## src/rtl/uart_pkg.sv

```systemverilog
// Shared types and helpers for the UART word serializer.
package uart_pkg;

  localparam int unsigned BYTE_W = 8;

  typedef enum logic [1:0] {
    StIdle,
    StArm,
    StWaitHi,
    StWaitLo
  } state_e;

  function automatic logic [BYTE_W-1:0] chksum_step(input logic [BYTE_W-1:0] acc,
                                                    input logic [BYTE_W-1:0] data);
    return acc ^ data;
  endfunction

endpackage

```

## src/rtl/uart_word_serializer.sv

```systemverilog
// Splits a WORD_W-bit word into MSB-first bytes paced by the UART transmitter's tx_busy.
// Optional UART_WORD_CHKSUM_EN appends an XOR checksum byte after the data bytes.
module uart_word_serializer
  import uart_pkg::*;
#(
  parameter int unsigned WORD_W = 32
) (
  input  logic              clk,
  input  logic              rst_n,
  input  logic              in_valid,
  output logic              in_ready,
  input  logic [WORD_W-1:0] in_data,
  output logic              tx_start,
  output logic [7:0]        tx_data,
  input  logic              tx_busy,
  output logic              busy,
  output logic              done
);

  localparam int unsigned NBYTES = WORD_W / BYTE_W;
  localparam int unsigned CntW   = $clog2(NBYTES + 1);
`ifdef UART_WORD_CHKSUM_EN
  localparam int unsigned LastIdx = NBYTES;
`else
  localparam int unsigned LastIdx = NBYTES - 1;
`endif

  if ((WORD_W % BYTE_W) != 0 || WORD_W < BYTE_W) begin : g_bad_width
    $error("uart_word_serializer: WORD_W must be a nonzero multiple of 8");
  end

  state_e              state_q, state_d;
  logic [WORD_W-1:0]   shift_q, shift_d;
  logic [CntW-1:0]     cnt_q, cnt_d;
  logic                tx_start_q, tx_start_d;
  logic [BYTE_W-1:0]   tx_data_q, tx_data_d;
  logic                busy_q, busy_d;
  logic                done_q, done_d;
`ifdef UART_WORD_CHKSUM_EN
  logic [BYTE_W-1:0]   chk_q, chk_d;
`endif

  always_comb begin
    state_d    = state_q;
    shift_d    = shift_q;
    cnt_d      = cnt_q;
    tx_start_d = 1'b0;
    tx_data_d  = tx_data_q;
    busy_d     = busy_q;
    done_d     = 1'b0;
`ifdef UART_WORD_CHKSUM_EN
    chk_d      = chk_q;
`endif

    unique case (state_q)
      StIdle: begin
        if (in_valid) begin
          shift_d = in_data;
          cnt_d   = '0;
          busy_d  = 1'b1;
`ifdef UART_WORD_CHKSUM_EN
          chk_d   = '0;
`endif
          state_d = StArm;
        end
      end
      StArm: begin
        // A busy transmitter here may be a foreign frame: hold off until it drops.
        if (!tx_busy) begin
          tx_start_d = 1'b1;
          tx_data_d  = shift_q[WORD_W-1 -: BYTE_W];
`ifdef UART_WORD_CHKSUM_EN
          if (cnt_q != CntW'(NBYTES)) begin
            chk_d = chksum_step(chk_q, shift_q[WORD_W-1 -: BYTE_W]);
          end
`endif
          state_d = StWaitHi;
        end
      end
      StWaitHi: begin
        if (tx_busy) begin
          state_d = StWaitLo;
        end
      end
      StWaitLo: begin
        if (!tx_busy) begin
          if (cnt_q == CntW'(LastIdx)) begin
            state_d = StIdle;
            done_d  = 1'b1;
            busy_d  = 1'b0;
          end
`ifdef UART_WORD_CHKSUM_EN
          else if (cnt_q == CntW'(NBYTES - 1)) begin
            // Checksum rides in the top byte so ARM sends it like any data byte.
            shift_d = WORD_W'(chk_q) << (WORD_W - BYTE_W);
            cnt_d   = cnt_q + 1'b1;
            state_d = StArm;
          end
`endif
          else begin
            shift_d = shift_q << BYTE_W;
            cnt_d   = cnt_q + 1'b1;
            state_d = StArm;
          end
        end
      end
      default: state_d = StIdle;
    endcase
  end

  always_ff @(posedge clk or negedge rst_n) begin
    if (!rst_n) begin
      state_q    <= StIdle;
      shift_q    <= '0;
      cnt_q      <= '0;
      tx_start_q <= 1'b0;
      tx_data_q  <= '0;
      busy_q     <= 1'b0;
      done_q     <= 1'b0;
`ifdef UART_WORD_CHKSUM_EN
      chk_q      <= '0;
`endif
    end else begin
      state_q    <= state_d;
      shift_q    <= shift_d;
      cnt_q      <= cnt_d;
      tx_start_q <= tx_start_d;
      tx_data_q  <= tx_data_d;
      busy_q     <= busy_d;
      done_q     <= done_d;
`ifdef UART_WORD_CHKSUM_EN
      chk_q      <= chk_d;
`endif
    end
  end

  assign in_ready = (state_q == StIdle);
  assign tx_start = tx_start_q;
  assign tx_data  = tx_data_q;
  assign busy     = busy_q;
  assign done     = done_q;

endmodule

```

## config.mk

```make
export PLATFORM = sky130hd
export DESIGN_NAME = uart_word_serializer
export DESIGN_NICKNAME = d
export VERILOG_FILES = /design/src/rtl/uart_pkg.sv /design/src/rtl/uart_word_serializer.sv
export SDC_FILE = /design/constraint.sdc
export NUM_CORES = 1
export LEC_CHECK = 0
export ABC_CLOCK_PERIOD_IN_PS = 2050
export CORE_AREA = 2 2 101 103
export DETAILED_ROUTE_END_ITERATION = 6
export DIE_AREA = 0 0 103 105
export PLACE_DENSITY = 0.43
export SLEW_MARGIN = 20
export SYNTH_ARGS = -nofsm -noshare
export SYNTH_HDL_FRONTEND = slang
export SYNTH_SLANG_ARGS = --single-unit
```

## constraint.sdc

```tcl
create_clock -name clk -period 2.05 [get_ports clk]
set_input_delay 0.41 -clock clk [delete_from_list [all_inputs] [get_ports clk]]
set_output_delay 0.41 -clock clk [all_outputs]
set_load 0.03 [all_outputs]
```

=== Word level (Yosys, flattened, before mapping) ===
Index checks and enable logic that the tools add are counted.

* Bits in registers: 48
* Bits of input ports: 36
* Word-level logic and storage cells: 48

* Reductions and logical operators: 6
* Add/subtract/negate cells: 1
* Multiplexer cells: 23
* Eq/ne operators: 10
* Bitwise gates (word level): 1

{| class="wikitable"
|+ Operators by type and width
! operator !! number
|-
| 32-bit two-way mux || 3
|-
| 32-bit case mux with 2 select lines || 1
|-
| 2-bit != test, second input constant || 6
|-
| 4-bit AND reduction || 3
|-
| 1-bit two-way mux || 9
|-
| 3-bit two-way mux || 3
|-
| 2-bit two-way mux || 4
|-
| 2-bit case mux with 4 select lines || 1
|-
| 3-bit case mux with 2 select lines || 1
|-
| 2-bit equality test, second input constant || 2
|-
| 3-bit by 1-bit adder with 3-bit output, second input constant || 1
|-
| 3-bit by 2-bit equality test with 1-bit output, second input constant || 1
|-
| 2-bit by 1-bit equality test with 1-bit output, second input constant || 1
|-
| 2-bit zero test || 1
|-
| 1-bit case mux with 2 select lines || 1
|-
| 2-bit AND reduction || 1
|-
| 2-bit nonzero test || 1
|-
| 1-bit inverter || 1
|}

=== Depth between registers and ports, before layout ===
* Depth after elaboration: 4
* Gate-level depth with buffers: 7
* Gate-level depth less buffers: 5

=== Least setup slack after synthesis ===
Ideal clock, no wire load.

* Path kind: register to register
* From: reg state_q[0]
* To: reg shift_q[10]
* Cell stages (with the launch flop): 8
* Slack: 0.128 ns
* Buffers on the path: 2
* Data arrival time: 1.797 ns
* Path through: dfrtp_1 > inv_1 > ha_1 > nor2b_1 > o21a_1 > buf_6 > buf_6 > mux2_4

* Word-level cells in the longest chain between the ends: 3
* Elaborated cells between the ends (all ways): 8
* Classes of those cells: eq/ne (4); mux (1); reduce/logical (3)

{| class="wikitable"
|+ RTL lines
! element !! line !! RTL
|-
| start: declaration || uart_word_serializer.sv:32 || <nowiki>state_e state_q, state_d;</nowiki>
|-
| start signal: assignment || uart_word_serializer.sv:113 || <nowiki>state_q <= StIdle;</nowiki>
|-
| start signal: assignment || uart_word_serializer.sv:124 || <nowiki>state_q <= state_d;</nowiki>
|-
| 2-bit zero test * || n/a ||
|-
| via in_ready || uart_word_serializer.sv:11 || <nowiki>output logic in_ready,</nowiki>
|-
| 2-bit != test (no line) or 2-bit nonzero test (tied branches) || n/a ||
|-
| 4-bit AND reduction (no line) || n/a ||
|-
| end signal: assignment || uart_word_serializer.sv:125 || <nowiki>shift_q <= shift_d;</nowiki>
|-
| end: declaration || uart_word_serializer.sv:33 || <nowiki>logic [WORD_W-1:0] shift_q, shift_d;</nowiki>
|}

Mark *: on every way through the listed nets, which the timed path passes. The rest lies on a longest branch.
A chain may end at the register's enable or synchronous reset.

=== Worst setup path in the final report ===
* From: reg cnt_q[0]
* To: reg shift_q[31]

* Word-level cells in the longest chain between the ends: 3

{| class="wikitable"
|+ RTL lines
! element !! line !! RTL
|-
| start: declaration || uart_word_serializer.sv:34 || <nowiki>logic [CntW-1:0] cnt_q, cnt_d;</nowiki>
|-
| start signal: assignment || uart_word_serializer.sv:126 || <nowiki>cnt_q <= cnt_d;</nowiki>
|-
| 3-bit by 2-bit equality test with 1-bit output || uart_word_serializer.sv:87 || <nowiki>if (cnt_q == CntW'(LastIdx)) begin</nowiki>
|-
| 2-bit != test (no line) || n/a ||
|-
| 4-bit AND reduction (no line) || n/a ||
|}

No other way between the ends.

==> summary.txt <==
Timing
  • Fin crit period: 1950 ps
  • Setup TNS: 0 ps
  • Unrepaired setup endpoints after global routing: no
  • Max Slew Vio Count: 0
  • Worst Hold Slack: 210 ps
  • Final Hold Viols: 0
  • Finish-stage setup viols: 0
  • Clock Skews: between 10 and 15 ps
  • Fin crit share: between 90% and 100%
  • Slew @ Worst Pin: 640 ps
  • Relative slew slack: a little under three fifths
  • FMAX: 514 MHz

Yosys
  • Post-Syn Instances: around 170
  • Distinct cell type count after synthesis: 27
  • Syn_area_per_cell: 13.9 um^2
  • Syn Nets: about 210
  • Seq/Total Area, Yosys: between 50% and 60%
  • Synth area leaders: dfrtp_1 50%, mux2_2 18%, mux2_4 12%
  • Synth Warn #: 0
  • Mapped cell area: about 0.0024 mm^2
  • Post-synth top area cell: dfrtp_1
  • Synth top area share: 50.4%
  • Synthesized flop and latch total: between 40 and 50

Route
  • DR vias/cell: about 4.1
  • ANT nets after route: 0
  • Pre-antenna DRT Iters: 3
  • Iteration-0 DRC Markers: 43
  • WL final: 4980 um
  • Avg WL per Cell: 13.8 um
  • Routed via count: roughly 1500
  • Post-route DRC: 0

Floorplan
  • Core area: 0.00964 mm^2
  • Starting Density: 24.7%
  • Die ar.: 0.0108 mm^2
  • Die H: ~110 um
  • Die Width: between 100 and 150 um
  • Num rows: 36
  • I/O pins: 48

Setup path
  • Crit path DAT: between 2000 and 2500 ps
  • Reg2Reg Setup Slack: 100 ps
  • Critical Path RT: approximately 2200 ps
  • CP max FO: 28
  • Critical path class: register to register
  • Crit end category: register
  • Critical path startpoint category: register

GRT
  • Total global routing overflow: 0
  • Vias in the first global route: 1614
  • First-pass GRT wire length: between 8000 and 9000 um
  • Antenna violations before repair: 0
  • Largest net degree at the start of global routing: just under 50
  • GRT Total Usage: between 9 and 10%

Power and ir drop
  • PwrDens: 1530 mW/mm^2
  • Sequential power share: between 30% and 40%
  • Clk network pwr share: 15.0%
  • Sw Share: between 30% and 40%
  • Internal power: between 3 and 4 mW
  • Final Total Pwr: between 4 and 5 mW
  • NetSw: 1.58 mW
  • Peak VDD IR: approximately 0.6 mV
  • Combinational share of power: 50.6%
  • Leak: 1.36 nW

Hold path
  • Worst hold path class: input pin to asynchronous set/reset pin

Clocking
  • Clk root buf: clkbuf_8
  • Post-CTS setup buffers: 0
  • Clk_lat worst skew: roughly 300 ps
  • CTS Buf Count: 5
  • H-tree Lvls: 2
  • Clock buffer depth: 2
  • CTS tree: built
  • CTS Hold Bufs: 0
  • CTS sink cnt: 48
  • Post-CTS sizing: 0
  • Clk pin slew, worst setup/hold paths: about 100 ps

Finish
  • Layout cells sized above 1: roughly 36%
  • Total area of sequential cells: 0.00120 mm^2
  • Fill cells: ~1000
  • Non-Filler Instances: 360
  • Area grow syn2layout: 33.1%
  • N_diodes: 0
  • Area of the multi-input gates: 0.00105 mm^2
  • Nets: between 200 and 300

Outcome
  • Status: finished, final reports clean

Placed design
  • PortBufs: 47
  • DP Wirelength: around 3400 um
  • Placed insts: ~350
  • Final Wtd Congestion: approximately 0.67

Flow run
  • # Max-Cap Violations: 0
## critical path, stage by stage, from the launching register on
cell and delay (ps):
dfrtp_1 410, ha_1 200, ha_1 240, nor3b_2 230, o21a_2 180, buf_12 200, mux2_2 350
## final timing paths
check                                     start                 endpoint  cells after the start
max in group asynchronous                 rst_n   shift_q[6]$_DFFE_PN0P_                      2
min reg2reg                cnt_q[0]$_DFFE_PN0P_     cnt_q[0]$_DFFE_PN0P_                      1
min                                       rst_n  shift_q[12]$_DFFE_PN0P_                      2
max                        cnt_q[0]$_DFFE_PN0P_  shift_q[31]$_DFFE_PN0P_                      6
max reg2reg                cnt_q[0]$_DFFE_PN0P_  shift_q[31]$_DFFE_PN0P_                      6
min in group clk           cnt_q[0]$_DFFE_PN0P_     cnt_q[0]$_DFFE_PN0P_                      1
## logic make-up (layout without fill, tap and decap cells)
group / Yosys count / count (layout) / synth area share, %
simple gates: 20 / 20 / 6.56
compound gates: 16 / 16 / 3.99
mux: 58 / 58 / 30.3
buf+inv: 24 / 79 / 5.56
fa+ha+maj: 6 / 6 / 3.15
flops: 48 / 48 / 50.4
## synthesized netlist by cell type
| cell | n |
|---|---|
| a21oi_1 | 1 |
| a41oi_1 | 1 |
| and3_1 | 1 |
| and3b_1 | 1 |
| buf_2 | 4 |
| buf_6 | 5 |
| clkbuf_1 | 2 |
| dfrtp_1 | 48 |
| ha_1 | 6 |
| inv_1 | 13 |
| mux2_2 | 38 |
| mux2_4 | 19 |
| mux2i_1 | 1 |
| nand2_1 | 1 |
| nand2b_1 | 3 |
| nand2b_4 | 1 |
| nand3_1 | 1 |
| nand3b_1 | 1 |
| nand4b_1 | 8 |
| nor2_1 | 1 |
| nor2b_1 | 1 |
| nor3b_2 | 1 |
| o21a_1 | 1 |
| o21ai_0 | 10 |
| o22a_1 | 1 |
| o22ai_1 | 1 |
| o2bb2ai_1 | 1 |
## stage by stage
step	utilization, %	setup slack (ps)	area, um^2
finish	32.9	104	3170
global route	32.9	12.4	3170
CTS	32.9	82.6	3170
detailed placement	31.6	87.6	3050
global placement	31.6	114	3050
floorplan	-	128	2380
## state kept, by name (all words and copies together), names as in the netlist
name,cells
shift_q,32
cnt_q,3
state_q,2
busy,1
done,1
tx_start,1
tx_data,8
## final cells by class
type | count | share of cell area, %
Sequential cell | 48 | 37.9
Multi-Input combinational cell | 100 | 33.1
Timing Repair Buffer | 58 | 18.4
Tap cell | 133 | 5.25
Clock buffer | 6 | 2.60
Inverter | 13 | 1.54
Clock inverter | 2 | 1.22
## placed cells by master (no fill, tap or decap), types with 3 or more instances in the layout
| cell | instances |
|---|---|
| nand2b_1 | 3 |
| inv_1 | 13 |
| mux2_2 | 38 |
| mux2_4 | 19 |
| buf_4 | 9 |
| nand4b_1 | 8 |
| o21ai_0 | 10 |
| ha_1 | 6 |
| clkbuf_8 | 6 |
| clkdlybuf4s50_1 | 45 |
| dfrtp_1 | 48 |
| buf_12 | 3 |
## power by group through the flow
stage                     Combinational (mW)  Clock, mW  Sequential (mW)
after global placement                  2.48          0             1.69
after detailed placement                2.49          0             1.69
after global routing                    2.67      0.803             1.74
final                                   2.46      0.727             1.67
after floorplan                         1.72          0             1.79
after CTS                               2.50      0.771             1.68
## metal layers
| layer | track usage (%) | up-vias | wire length (um) |
|---|---|---|---|
| met1 | 13.8 | 714 | 2410 |
| met3 | 2.21 | 8 | 218 |
| met2 | 15.6 | 28 | 2280 |
| met5 | 0 | - | 0 |
| li1 | - | 710 | - |
| met4 | 2.82 | 0 | 65 |
(Power assumes the default switching activity.)
